**src/rtl/rp_8bit_asm_pkg.sv**
```systemverilog
// Shared types and per-opcode constants for the AVR instruction encoder.
package rp_8bit_asm_pkg;

  localparam int unsigned OPW = 6;
  localparam int unsigned RW  = 5;
  localparam int unsigned KW  = 22;
  localparam int unsigned BW  = 3;
  localparam int unsigned AW  = 6;
  localparam int unsigned DW  = 16;

  typedef enum logic [OPW-1:0] {
    OP_NOP, OP_CPC, OP_SBC, OP_ADD, OP_CPSE, OP_CP, OP_SUB, OP_ADC,
    OP_AND, OP_EOR, OP_OR, OP_MOV, OP_CPI, OP_SBCI, OP_SUBI, OP_ORI,
    OP_ANDI, OP_LDI, OP_MOVW, OP_RJMP, OP_RCALL, OP_BRBS, OP_BRBC,
    OP_IN, OP_OUT, OP_RET, OP_RETI, OP_JMP, OP_CALL, OP_LDS, OP_STS
  } op_t;

  typedef enum logic [1:0] {ST_EMPTY, ST_W1, ST_W2} state_t;

  typedef struct packed {
    logic [OPW-1:0] op;
    logic [RW-1:0]  rd;
    logic [RW-1:0]  rr;
    logic [KW-1:0]  k;
    logic [BW-1:0]  b;
    logic [AW-1:0]  a;
  } rec_t;

  typedef struct packed {
    logic [DW-1:0] word1;
    logic [DW-1:0] word2;
    logic          two_word;
    logic          illegal;
  } fmt_t;

  localparam logic [DW-1:0] W_NOP  = 16'h0000;
  localparam logic [DW-1:0] W_RET  = 16'h9508;
  localparam logic [DW-1:0] W_RETI = 16'h9518;

  // Opcode nibble of the two-register ALU group
  function automatic logic [3:0] alu_op4(input logic [OPW-1:0] op);
    case (op)
      OP_CPC:  return 4'h1;
      OP_SBC:  return 4'h2;
      OP_ADD:  return 4'h3;
      OP_CPSE: return 4'h4;
      OP_CP:   return 4'h5;
      OP_SUB:  return 4'h6;
      OP_ADC:  return 4'h7;
      OP_AND:  return 4'h8;
      OP_EOR:  return 4'h9;
      OP_OR:   return 4'hA;
      OP_MOV:  return 4'hB;
      default: return 4'h0;
    endcase
  endfunction

  // Top nibble of the register-immediate group
  function automatic logic [3:0] imm_top4(input logic [OPW-1:0] op);
    case (op)
      OP_CPI:  return 4'h3;
      OP_SBCI: return 4'h4;
      OP_SUBI: return 4'h5;
      OP_ORI:  return 4'h6;
      OP_ANDI: return 4'h7;
      OP_LDI:  return 4'hE;
      default: return 4'h0;
    endcase
  endfunction

  function automatic logic is_two_word(input logic [OPW-1:0] op);
    return (op == OP_JMP) || (op == OP_CALL) || (op == OP_LDS) || (op == OP_STS);
  endfunction

endpackage

```
**src/rtl/rp_8bit_asm_fmt.sv**
```systemverilog
// Combinational record-to-program-word formatter with operand legality check.
module rp_8bit_asm_fmt
  import rp_8bit_asm_pkg::*;
(
  input  rec_t i_rec,
  output fmt_t o_fmt_c
);

  logic w_fit12;
  logic w_fit7;

  // Signed relative offsets fit when all bits above the sign bit match it
  assign w_fit12 = (&i_rec.k[21:11]) | ~(|i_rec.k[21:11]);
  assign w_fit7  = (&i_rec.k[21:6])  | ~(|i_rec.k[21:6]);

  always_comb begin
    o_fmt_c          = '0;
    o_fmt_c.word2    = i_rec.k[15:0];
    o_fmt_c.two_word = is_two_word(i_rec.op);
    case (i_rec.op)
      OP_NOP:  o_fmt_c.word1 = W_NOP;
      OP_CPC, OP_SBC, OP_ADD, OP_CPSE, OP_CP, OP_SUB,
      OP_ADC, OP_AND, OP_EOR, OP_OR, OP_MOV:
        o_fmt_c.word1 = {2'b00, alu_op4(i_rec.op), i_rec.rr[4], i_rec.rd, i_rec.rr[3:0]};
      OP_CPI, OP_SBCI, OP_SUBI, OP_ORI, OP_ANDI, OP_LDI: begin
        o_fmt_c.word1   = {imm_top4(i_rec.op), i_rec.k[7:4], i_rec.rd[3:0], i_rec.k[3:0]};
        o_fmt_c.illegal = ~i_rec.rd[4];
      end
      OP_MOVW: begin
        o_fmt_c.word1   = {8'h01, i_rec.rd[4:1], i_rec.rr[4:1]};
        o_fmt_c.illegal = i_rec.rd[0] | i_rec.rr[0];
      end
      OP_RJMP, OP_RCALL: begin
        o_fmt_c.word1   = {(i_rec.op == OP_RCALL) ? 4'hD : 4'hC, i_rec.k[11:0]};
        o_fmt_c.illegal = ~w_fit12;
      end
      OP_BRBS, OP_BRBC: begin
        o_fmt_c.word1   = {5'b11110, (i_rec.op == OP_BRBC), i_rec.k[6:0], i_rec.b};
        o_fmt_c.illegal = ~w_fit7;
      end
      OP_IN, OP_OUT:
        o_fmt_c.word1 = {4'hB, (i_rec.op == OP_OUT), i_rec.a[5:4], i_rec.rd, i_rec.a[3:0]};
      OP_RET:  o_fmt_c.word1 = W_RET;
      OP_RETI: o_fmt_c.word1 = W_RETI;
      OP_JMP, OP_CALL:
        o_fmt_c.word1 = {7'b1001010, i_rec.k[21:17], 2'b11, (i_rec.op == OP_CALL), i_rec.k[16]};
      OP_LDS, OP_STS:
        o_fmt_c.word1 = {6'b100100, (i_rec.op == OP_STS), i_rec.rd, 4'h0};
      default: o_fmt_c.illegal = 1'b1;
    endcase
  end

endmodule

```
**src/rtl/rp_8bit_asm_enc.sv**
```systemverilog
// AVR instruction encoder: accepts instruction records and streams program words with auto-incrementing address.
module rp_8bit_asm_enc
  import rp_8bit_asm_pkg::*;
#(
  parameter int unsigned PAW    = 16,
  parameter bit          ERR_WR = 1'b0
) (
  input  logic           clk,
  input  logic           rst_n,
  input  logic           i_adr_set,
  input  logic [PAW-1:0] i_adr_val,
  input  logic           i_in_vld,
  output logic           o_in_rdy_c,
  input  logic [5:0]     i_in_op,
  input  logic [4:0]     i_in_rd,
  input  logic [4:0]     i_in_rr,
  input  logic [21:0]    i_in_k,
  input  logic [2:0]     i_in_b,
  input  logic [5:0]     i_in_a,
  output logic           o_wr_vld,
  input  logic           i_wr_rdy,
  output logic [PAW-1:0] o_wr_adr,
  output logic [15:0]    o_wr_dat,
  output logic           o_err,
  output logic [PAW-1:0] o_cnt
);

  state_t         r_state, w_nxt_state;
  logic           r_wr_vld;
  logic [PAW-1:0] r_wr_adr, w_nxt_adr;
  logic [15:0]    r_wr_dat, w_nxt_dat;
  logic [15:0]    r_w2, w_nxt_w2;
  logic           r_two, w_nxt_two;
  logic           r_err, w_nxt_err;
  logic [PAW-1:0] r_cnt, w_nxt_cnt;

  rec_t        w_rec;
  fmt_t        w_fmt;
  logic        w_acc;
  logic        w_load;
  logic [15:0] w_word1;
  logic        w_two;

  assign w_rec = '{op: i_in_op, rd: i_in_rd, rr: i_in_rr, k: i_in_k, b: i_in_b, a: i_in_a};

  rp_8bit_asm_fmt u_fmt (
    .i_rec   (w_rec),
    .o_fmt_c (w_fmt)
  );

  assign o_in_rdy_c = rst_n & ((r_state == ST_EMPTY) |
                               ((r_state == ST_W1) & i_wr_rdy & ~r_two));
  assign w_acc   = i_in_vld & o_in_rdy_c;
  // Illegal records either vanish or are replaced by a single nop word
  assign w_load  = w_acc & (~w_fmt.illegal | ERR_WR);
  assign w_word1 = w_fmt.illegal ? W_NOP : w_fmt.word1;
  assign w_two   = w_fmt.two_word & ~w_fmt.illegal;

  always_comb begin
    w_nxt_state = r_state;
    w_nxt_adr   = r_wr_adr;
    w_nxt_dat   = r_wr_dat;
    w_nxt_w2    = r_w2;
    w_nxt_two   = r_two;
    w_nxt_err   = w_acc & w_fmt.illegal;
    w_nxt_cnt   = w_acc ? r_cnt + PAW'(1) : r_cnt;
    case (r_state)
      ST_EMPTY: begin
        if (i_adr_set) w_nxt_adr = i_adr_val;
        if (w_load) begin
          w_nxt_state = ST_W1;
          w_nxt_dat   = w_word1;
          w_nxt_w2    = w_fmt.word2;
          w_nxt_two   = w_two;
        end
      end
      ST_W1: begin
        if (i_wr_rdy) begin
          w_nxt_adr = r_wr_adr + PAW'(1);
          if (r_two) begin
            w_nxt_state = ST_W2;
            w_nxt_dat   = r_w2;
          end else if (w_load) begin
            w_nxt_dat = w_word1;
            w_nxt_w2  = w_fmt.word2;
            w_nxt_two = w_two;
          end else begin
            w_nxt_state = ST_EMPTY;
          end
        end
      end
      ST_W2: begin
        if (i_wr_rdy) begin
          w_nxt_adr   = r_wr_adr + PAW'(1);
          w_nxt_state = ST_EMPTY;
        end
      end
      default: w_nxt_state = ST_EMPTY;
    endcase
  end

  always_ff @(posedge clk or negedge rst_n) begin
    if (!rst_n) begin
      r_state  <= ST_EMPTY;
      r_wr_vld <= 1'b0;
      r_wr_adr <= '0;
      r_wr_dat <= '0;
      r_w2     <= '0;
      r_two    <= 1'b0;
      r_err    <= 1'b0;
      r_cnt    <= '0;
    end else begin
      r_state  <= w_nxt_state;
      r_wr_vld <= (w_nxt_state != ST_EMPTY);
      r_wr_adr <= w_nxt_adr;
      r_wr_dat <= w_nxt_dat;
      r_w2     <= w_nxt_w2;
      r_two    <= w_nxt_two;
      r_err    <= w_nxt_err;
      r_cnt    <= w_nxt_cnt;
    end
  end

  assign o_wr_vld = r_wr_vld;
  assign o_wr_adr = r_wr_adr;
  assign o_wr_dat = r_wr_dat;
  assign o_err    = r_err;
  assign o_cnt    = r_cnt;

endmodule
```
**config.mk**
```make
export PLATFORM = sky130hd
export DESIGN_NAME = rp_8bit_asm_enc
export DESIGN_NICKNAME = d
export VERILOG_FILES = /design/src/rtl/rp_8bit_asm_pkg.sv /design/src/rtl/rp_8bit_asm_fmt.sv /design/src/rtl/rp_8bit_asm_enc.sv
export SDC_FILE = /design/constraint.sdc
export NUM_CORES = 1
export LEC_CHECK = 0
export CORE_ASPECT_RATIO = 1.5
export CORE_UTILIZATION = 54
export DETAILED_ROUTE_END_ITERATION = 12
export MAX_ROUTING_LAYER = met4
export PLACE_DENSITY_LB_ADDON = 0.3
export SLEW_MARGIN = 20
export SYNTH_ARGS = -nofsm -noshare
export SYNTH_HDL_FRONTEND = slang
export SYNTH_SLANG_ARGS = --single-unit
```
**constraint.sdc**
```tcl
create_clock -name clk -period 5 [get_ports clk]
set_clock_uncertainty 0.05 [all_clocks]
set_input_delay 1.25 -clock clk [delete_from_list [all_inputs] [get_ports clk]]
set_output_delay 1.25 -clock clk [all_outputs]
set_load 0.01 [all_outputs]
```
---- Word-level counts from Yosys, hierarchy flattened ----
Memories as Yosys holds them, arrays and structs flattened.
Cells that the tools add are included.
storage, ports and cells
  register bits after elaboration ......... 69
  bits in latches ......................... 0
  bits in writable memories ............... 0
  memory bits (read-only) ................. 64
  input port bits ......................... 68
  output and inout bits ................... 51
  word-level logic and storage cells ...... 120
  memories kept ........................... 1
memory list
  memory           words  width  read ports  clocked after memory_dff  wr ports  RTL line               text
  (no name shown)  16     4      1           0                         0         rp_8bit_asm_pkg.sv:42  case (op)
cells by class
  $add $sub $neg .......................... 2
  multiply operators ...................... 0
  divide/modulo/power cells ............... 0
  $lt $le $gt $ge ......................... 0
  eq/ne operators ......................... 37
  shift-type cells ........................ 0
  multiplexer cells ....................... 28
  bitwise logic cells ..................... 18
  reductions and logical operators ........ 26
operators with widths
  cell                                                                    count
  16-bit one-hot mux with 10 select lines                                 1
  16-bit two-way mux                                                      9
  16-bit one-hot mux with 2 select lines                                  3
  6-bit by 5-bit equality test with 1-bit output (second input constant)  15
  6-bit by 4-bit equality test with 1-bit output (second input constant)  8
  16-bit by 1-bit adder with 16-bit output (second input constant)        2
  6-bit by 3-bit equality test with 1-bit output (second input constant)  4
  4-bit one-hot mux with 6 select lines                                   1
  11-bit OR reduction                                                     2
  20-bit OR reduction                                                     1
  16-bit AND reduction                                                    1
  16-bit OR reduction                                                     1
  6-bit by 2-bit equality test with 1-bit output (second input constant)  2
  2-bit OR reduction                                                      6
  11-bit AND reduction                                                    1
  2-bit two-way mux                                                       5
  3-bit AND reduction                                                     3
  2-bit inequality test (second input constant)                           4
  1-bit AND                                                               7
  1-bit inverter                                                          7
  6-bit by 1-bit equality test with 1-bit output (second input constant)  1
  6-bit zero test                                                         1
  2-bit one-hot mux with 3 select lines                                   1
  2-bit nonzero test                                                      3
  12 further kinds                                                        22

---- Depth between registers and ports, before layout ----
Gate-level depths: netlist of the first run.
  depth in word-level cells ............... 12
  depth in mapped cells ................... 10

---- Cells and area by module ----
Synthesis of the first run repeated with hierarchy kept, for this count alone.
unflattened totals
  cell total of the unflattened synthesis .. 489
  area total of the unflattened synthesis .. 4565.6 um^2
modules (own cells, without submodules)
  module           times used  cells each  area an instance (um^2)  seq. area each (um^2)
  rp_8bit_asm_enc  1           317         3413.3                   1726.7
  rp_8bit_asm_fmt  1           172         1152.4                   0.0

---- Worst setup path after synthesis of the first run ----
Ideal clock, no wire load.
  path kind ............................... input to register
  start ................................... in i_in_op[3]
  end ..................................... reg r_w2[10]
  setup time .............................. 127 ps
  arrival ................................. 3096 ps
  required time ........................... 4823 ps
  slack ................................... 1726 ps
  stages .................................. 8
  path through ............................ buf_6 or4b_2 a211oi_1 or4_4 a31oi_4 nand2_4 buf_6 mux2_1
between the ends
  cells in the longest elaborated chain, start to end .. 9
  elaborated cells between the ends (all ways) .. 42
  classes of those cells .................. eq/ne (30); mux (5); bitwise (2); reduce/logical (5)
ends and longest elaborated chain
  what                                                                    RTL line                text
  start: declaration                                                      rp_8bit_asm_enc.sv:14   input logic [5:0] i_in_op,
  6-bit by 5-bit equality test with 1-bit output (tied with other cells)  rp_8bit_asm_fmt.sv:20   case (i_rec.op)
  20-bit OR reduction (no source line) (tied with other cells)            --
  1-bit one-hot mux with 5 select lines (*)                               rp_8bit_asm_fmt.sv:20
  1-bit inverter (*)                                                      rp_8bit_asm_enc.sv:55   assign w_load = w_acc & (~w_fmt.illegal | ERR_WR);
  1-bit AND (*)                                                           rp_8bit_asm_enc.sv:55
  16-bit two-way mux (*)                                                  --
  16-bit two-way mux (2 in series)                                        --
  16-bit one-hot mux with 2 select lines (*)                              --
  end signal: assignment                                                  rp_8bit_asm_enc.sv:117  r_w2 <= w_nxt_w2;
  end: declaration                                                        rp_8bit_asm_enc.sv:32   logic [15:0] r_w2, w_nxt_w2;
Mark *: on every way between the ends. The rest lies on a longest branch, timed or not. The select of a mux whose other input is x is not followed.
A chain may end at the register's enable or synchronous reset.

---- Worst setup path after layout of the first run ----
  start ................................... in i_wr_rdy
  end ..................................... out o_in_rdy_c
between the ends
  cells in the longest elaborated chain, start to end .. 4
ends and longest elaborated chain
  what                     RTL line               text
  start: declaration       rp_8bit_asm_enc.sv:21  input logic i_wr_rdy,
  1-bit AND (2 in series)  rp_8bit_asm_enc.sv:52  ((r_state == ST_W1) & i_wr_rdy & ~r_two));
  1-bit bitwise OR         rp_8bit_asm_enc.sv:51  assign o_in_rdy_c = rst_n & ((r_state == ST_EMPTY) |
  1-bit AND                rp_8bit_asm_enc.sv:51
  end: declaration         rp_8bit_asm_enc.sv:13  output logic o_in_rdy_c,
No other way between the ends.

==> flow_metrics.tcl, run 1 <==
set metrics [dict create \
    die-area_um2 8915 \
    synth-edff-count 0 \
    die_h_um 115.1 \
    grt_setup_unrepaired "false" \
    clock_latency_on_the_worst_skew_pair_ps 340 \
    min_path_cells 1 \
    grt_max_degree 70 \
    n_fill_cell 499 \
    crit_fanout 8 \
    synth.largest_area_cell "dfrtp_1" \
    postSynth.topFlopCell "dfrtp_1" \
    fmax_mhz 241.7 \
    globalRoute.totalOverflow 0 \
    count_of_instances_resized_after_the_clock_tree_is_built 0 \
    worstSetupStartpointType "input pin" \
    cts_root_buffer "clkbuf_16" \
    antenna_violating_nets_post_route 0 \
    ys.warnings.count 0 \
    grt_antenna_before_repair 0 \
    synth.top_cells.by_area "dfrtp_1 37%, nor2_1 3.5%, a21oi_1 3.3%" \
    num-nets-final 694 \
    drt-initial-drc-count 385 \
    worst_slack_ps 863.4 \
    routed_wl_mm 16.90 \
    commonest_cells_in_the_netlist "69 x dfrtp_1, 43 x nor2_1, 39 x nand2_1" \
    rrSetupSlack_ps 1870 \
    hold_path.class "reg -> reg" \
    min_period_ps 4137 \
    boundary_pins 119 \
    num_antenna_cells 0 \
    max_cap_viols 0 \
    crit_path_end_kind "output pin" \
    wl_per_cell_um 23.14 \
    global_route_wire_length_before_repair_mm 25.99 \
    hold_path_end "o_cnt[15]" \
    grt_use_total 0.3972 \
    start_util 0.5649 \
    peakVddDrop_mv 0.3323 \
    clk_path_buf_depth 2 \
    drive_gt1_frac 0.1104 \
    finalWeightedCongestion 0.9941 \
    power.leakage_nw 2.523 \
    cts.sink_count 69 \
    vias_per_cell 6.667 \
    status "finished clean" \
    critPathKind "in -> out" \
    total_setup_buffers_inserted_after_cts 0 \
    die_width_um 77.43 \
    synthesized_instance_count 504 \
    yosysMostFrequentCell "dfrtp_1" \
    hp-start "o_cnt[15]" \
    netSwitchingFraction 0.3765 \
    yosysSeqAreaShare 0.3747 \
    dpl_worst_slack_ps 820.3 \
    comb_power_share 0.431 \
    worst_hold_slack_ps 418.8 \
    power.net_switching_w 0.001142 \
    cts-buffers-inserted 9 \
    syn_area_per_cell_um2 9.143 \
    via_count_of_the_first_global_routing_pass 4992 \
    length_of_the_first_detailed_routing_pass_in_iterations 5 \
    r2r.worst_path.cells 9 \
    yosys.cell_types.count 74 \
    critPathRequiredTime_ps 3700 \
    finalCritPeriodShare 0.8273 \
    fp.coreArea_um2 8158 \
    placement_rows 40 \
    synth.cell_area_um2 4608 \
    hold_viol 0 \
    critPathArrivalTime_ps 2840 \
    internal-power_w 0.001890 \
    clock_tree_from_tritoncts "built" \
    drc 0 \
    htreeDepth 3 \
    postSynth.asyncResetShare 1.000 \
    crit-reg2reg-capture "r_w2[9]" \
    slew-limit-headroom 0.4185 \
    pwr-share-seq 0.330 \
    dp.final_hpwl_mm 11.75 \
    port_buffer_count 118 \
    synth_top_cell_area_share 0.3747 \
    setup_violations 0 \
    flow.area_growth_from_synthesis_pct 35.27 \
    rr_startpoint "r_state[1]" \
    ys_seq_elements 69 \
    cts_hold_buffers 0 \
    postSynthNetCount 578 \
    final_max_slew_viol_count 0 \
    fin_tns_setup_ps 0 \
    clkTransAtPathRegs_ps 60 \
    worst-slew-pin-transition_ps 872.3 \
    power.density_nw_per_um2 486.4 \
    share_clk_of_total_power 0.239 \
    total_number_of_vias 4867 \
]
registers in the layout (all words and copies together) (netlist names):
register,count
o_wr_vld,1
r_w2,16
o_cnt,16
o_wr_adr,16
o_err,1
o_wr_dat,16
r_two,1
r_state,2
metrics by stage:
step / cell area, um^2 / instances / utilization / power (W)
2_1_floorplan: 4608 / 504 / - / 0.001649
3_3_place_gp: 5893 / 714 / 0.7224 / 0.002136
3_5_place_dp: 5893 / 714 / 0.7224 / 0.002209
4_1_cts: 6233 / 730 / 0.7641 / 0.002999
5_1_grt: 6233 / 730 / 0.7641 / 0.003152
6_report: 6233 / 730 / 0.7641 / 0.003032
cell families (layout without fill, tap and decap cells):
group | count (synthesis) | count (layout) | share of synthesized area
and+or+nand+nor | 176 | 176 | 0.2036
AOI/OAI and AO/OA | 158 | 158 | 0.2617
DFF | 69 | 69 | 0.3747
buffers and inverters | 53 | 174 | 0.05240
muxes | 25 | 25 | 0.05892
xor gates and xnor gates | 17 | 17 | 0.03231
adders and majority gates | 6 | 6 | 0.01629
final cells by class:
class	instances	area (um^2)	share of cell area
Clock buffer	10	229.0	0.03673
Multi-Input combinational cell	382	2645	0.4243
Sequential cell	69	1727	0.2770
Inverter	23	86.33	0.01385
Clock inverter	6	111.4	0.01786
Timing Repair Buffer	135	1304	0.2092
Tap cell	105	131.4	0.02108
critical path: stages:
cell	delay, ps
clkdlybuf4s50_1	650
and3b_1	270
o21a_1	120
clkdlybuf4s50_1	540
power groups by stage:
stage / clock [W] / sequential (W) / combinational (W)
after floorplan: 0 / 0.000996 / 0.000654
after global placement: 0 / 0.000954 / 0.00118
after detailed placement: 0 / 0.000973 / 0.00124
after CTS: 0.000724 / 0.000986 / 0.00129
after global routing: 0.000751 / 0.00102 / 0.00139
final: 0.000726 / 0.000999 / 0.00131
worst max-delay path by stage:
stage / startpoint / endpoint / cells past startpoint / slack, ps
floorplan: i_in_op[3] / r_w2[10] / 8 / 1730
global placement: i_in_op[2] / r_w2[9] / 7 / 880
detailed placement: i_in_op[2] / r_w2[13] / 7 / 820
CTS: i_wr_rdy / o_in_rdy_c / 4 / 870
global route: i_wr_rdy / o_in_rdy_c / 4 / 820
finish: i_wr_rdy / o_in_rdy_c / 4 / 860
cell usage in the layout (no fill, tap or decap), types with 5 or more instances in the layout:
cell and instances:
nand3_1 22, nand2_1 39, o211ai_1 8, buf_4 17, o21ai_0 20, o221ai_2 6, nand4_1 7, a222oi_1 5
xnor2_1 13, dfrtp_1 69, and3_1 12, inv_1 22, o22ai_1 15, nand2b_1 7, nor2_1 43, mux2i_1 8
a22oi_1 8, a31oi_1 14, mux2_2 7, mux2_1 10, ha_1 6, clkbuf_16 9, a21oi_1 30, clkdlybuf4s50_1 117
nor3_1 7, a221oi_1 5, nor2b_1 7
per-layer routing:
metal | wire length (um) | vias to the layer above | global-route usage
met1 | 5872 | 2348 | 0.3958
met2 | 8849 | 306 | 0.7003
met4 | 1013 | 0 | 0.2566
li1 | - | 2130 | -
met5 | 0 | - | -
met3 | 1160 | 83 | 0.08016
Note: power is estimated with default switching activity, not from simulation.
==> run 2, diff against run 1 <==
--- a/config.mk
+++ b/config.mk
@@ -6,7 +6,7 @@
 export NUM_CORES = 1
 export LEC_CHECK = 0
 export CORE_ASPECT_RATIO = 1.5
-export CORE_UTILIZATION = 54
+export CORE_UTILIZATION = 50
 export DETAILED_ROUTE_END_ITERATION = 12
 export MAX_ROUTING_LAYER = met4
 export PLACE_DENSITY_LB_ADDON = 0.3
==> constraint.sdc (replaced) <==
create_clock -name clk -period 4.2 [get_ports clk]
set_clock_uncertainty 0.05 [all_clocks]
set_input_delay 1.05 -clock clk [delete_from_list [all_inputs] [get_ports clk]]
set_output_delay 1.05 -clock clk [all_outputs]
set_load 0.01 [all_outputs]
==> run 2 against run 1 <==
  * Largest power group unchanged
  * First-iteration DRC count decreased by 12%
  * Final cell count increased by 1.9%
  * Register-to-register slack got worse by 630 ps
  * Highest routed layer unchanged
  * Cell area increased by 0.94%
  * Die area increased by 7.8%
  * Critical path depth unchanged
  * Clock-buffer cell count unchanged
  * Setup slack got worse by 360 ps
  * Combinational power increased by 17%
  * Clock power increased by 13%
  * Sequential power increased by 19%
==> flow_metrics.tcl, run 2 (same netlist as run 1, synthesis figures left out) <==
set metrics [dict create \
    dr_wl_met3_um 992 \
    globalRoute.totalOverflow 0 \
    clock_latency_on_the_worst_skew_pair_ps 340 \
    internal-power_w 0.002211 \
    dp.final_hpwl_mm 12.27 \
    critPathRequiredTime_ps 3100 \
    die_h_um 119.6 \
    power.density_nw_per_um2 563.6 \
    clkTransAtPathRegs_ps 60 \
    min_period_ps 3693 \
    power.leakage_nw 2.564 \
    power.net_switching_w 0.001336 \
    flow.area_growth_from_synthesis_pct 36.55 \
    worst_hold_slack_ps 441.7 \
    die_width_um 80.39 \
    routed_wl_mm 16.52 \
    fmax_mhz 270.8 \
    cts-buffers-inserted 9 \
    die-area_um2 9612 \
    boundary_pins 119 \
    setup_violations 0 \
    finalWeightedCongestion 1.077 \
    fin_tns_setup_ps 0 \
    r2r.worst_path.cells 10 \
    max_cap_viols 0 \
    wl_per_cell_um 22.20 \
    hold_viol 0 \
    crit_path_end_kind "output pin" \
    drive_gt1_frac 0.1246 \
    drt-initial-drc-count 340 \
    via_count_of_the_first_global_routing_pass 4873 \
    critPathArrivalTime_ps 2590 \
    crit_fanout 8 \
    final_max_slew_viol_count 0 \
    status "finished clean" \
    layout_commonest_cell "clkdlybuf4s50_1" \
    finalCritPeriodShare 0.8793 \
    dp.cells 728 \
    worst-slew-pin-transition_ps 672.3 \
    global_route_wire_length_before_repair_mm 25.41 \
    antenna_violating_nets_post_route 0 \
    slew-limit-headroom 0.5518 \
    num-nets-final 703 \
    min_path_cells 1 \
    comb_power_share 0.432 \
    port_buffer_count 118 \
    clk_path_buf_depth 2 \
    grt_max_degree 46 \
    total_setup_buffers_inserted_after_cts 0 \
    layout.cells.most_common_list "117 x clkdlybuf4s50_1, 69 x dfrtp_1, 43 x nor2_1, 39 x nand2_1, 30 x a21oi_1" \
    hold_path.class "reg -> reg" \
    worstSetupStartpointType "input pin" \
    length_of_the_first_detailed_routing_pass_in_iterations 7 \
    critPathKind "in -> out" \
    count_of_instances_resized_after_the_clock_tree_is_built 0 \
    grt_setup_unrepaired "false" \
    total_number_of_vias 4817 \
    start_util 0.5189 \
    grt_use_total 0.3666 \
    final_cells 744 \
    placement_rows 42 \
    grt_antenna_before_repair 0 \
    share_clk_of_total_power 0.232 \
    fp.coreArea_um2 8881 \
    num_antenna_cells 0 \
    htreeDepth 3 \
    wl_met2_mm 8.791 \
    cts_root_buffer "clkbuf_16" \
    pwr-share-seq 0.336 \
    vias_per_cell 6.474 \
    routedLengthMet1_mm 5.704 \
    top_layer "met4" \
    cts.sink_count 69 \
    drc 0 \
    peakVddDrop_mv 0.5008 \
    cts_hold_buffers 0 \
    clock_tree_from_tritoncts "built" \
    netSwitchingFraction 0.3767 \
]
## run 2: changes by cell type in the layout (fill, tap and decap cells not counted)
cell | before | now
bufinv_16 | 3 | 2
clkbuf_8 | 0 | 1
clkbuf_1 | 1 | 0
clkinv_2 | 1 | 2
buf_4 | 17 | 26
## run 2: layout make-up
type | instances | area (um^2)
fillers | 623 | 2589
flip-flops and latches | 69 | 1727
inverters | 23 | 86.33
clock inverters | 6 | 86.33
multi-input cells | 382 | 2645
clock buffers | 10 | 239.0
well taps | 110 | 137.6
repair buffers | 144 | 1371
## run 2: power groups by stage
stage          Clock [W]  Combinational [W]  Sequential (W)
4_1_cts         0.000825            0.00152         0.00117
2_1_floorplan          0           0.000778         0.00119
3_5_place_dp           0            0.00149         0.00117
6_report        0.000824            0.00153         0.00119
5_1_grt         0.000863            0.00165         0.00120
3_3_place_gp           0            0.00142         0.00114
## run 2: final timing paths
kind	startpoint	slack [ps]	to
setup / recovery	i_wr_rdy	510	o_in_rdy_c
hold / removal	o_cnt[12]	440	o_cnt[12]
setup reg to reg	r_state[1]	1240	o_wr_dat[7]
hold reg to reg	o_cnt[12]	440	o_cnt[12]
max in group asynchronous	rst_n	2800	o_cnt[12]
min in group asynchronous	rst_n	480	r_two
## run 2: per-stage QoR
step	total power, W	worst slack (ps)	util	area, um^2
finish	0.003547	507.1	0.7085	6292
global route	0.003720	436.4	0.7085	6292
CTS	0.003520	519.1	0.7085	6292
detailed placement	0.002655	430.8	0.6719	5967
global placement	0.002562	505.6	0.6719	5967
floorplan	0.001964	1126	-	4608
## run 2: critical path, stage by stage
cell             delay (ps)
clkdlybuf4s50_1         610
and3b_1                 260
o21a_1                  140
clkdlybuf4s50_1         530
## run 2: routing by layer
layer / vias to the layer above / GRT usage
li1: 2157 / -
met1: 2314 / 0.3644
met2: 271 / 0.6324
met3: 75 / 0.06236
met4: 0 / 0.2578
met5: - / -
==> run 3, diff against run 2 <==
--- a/config.mk
+++ b/config.mk
@@ -5,8 +5,10 @@
 export SDC_FILE = /design/constraint.sdc
 export NUM_CORES = 1
 export LEC_CHECK = 0
+export ABC_CLOCK_PERIOD_IN_PS = 4200
 export CORE_ASPECT_RATIO = 1.5
 export CORE_UTILIZATION = 50
+export CTS_BUF_LIST = sky130_fd_sc_hd__clkbuf_4 sky130_fd_sc_hd__clkbuf_8 sky130_fd_sc_hd__clkbuf_16
 export DETAILED_ROUTE_END_ITERATION = 12
 export MAX_ROUTING_LAYER = met4
 export PLACE_DENSITY_LB_ADDON = 0.3
==> results of run 3 <==
Final layout, timing and power as in run 2 (identical DEF).
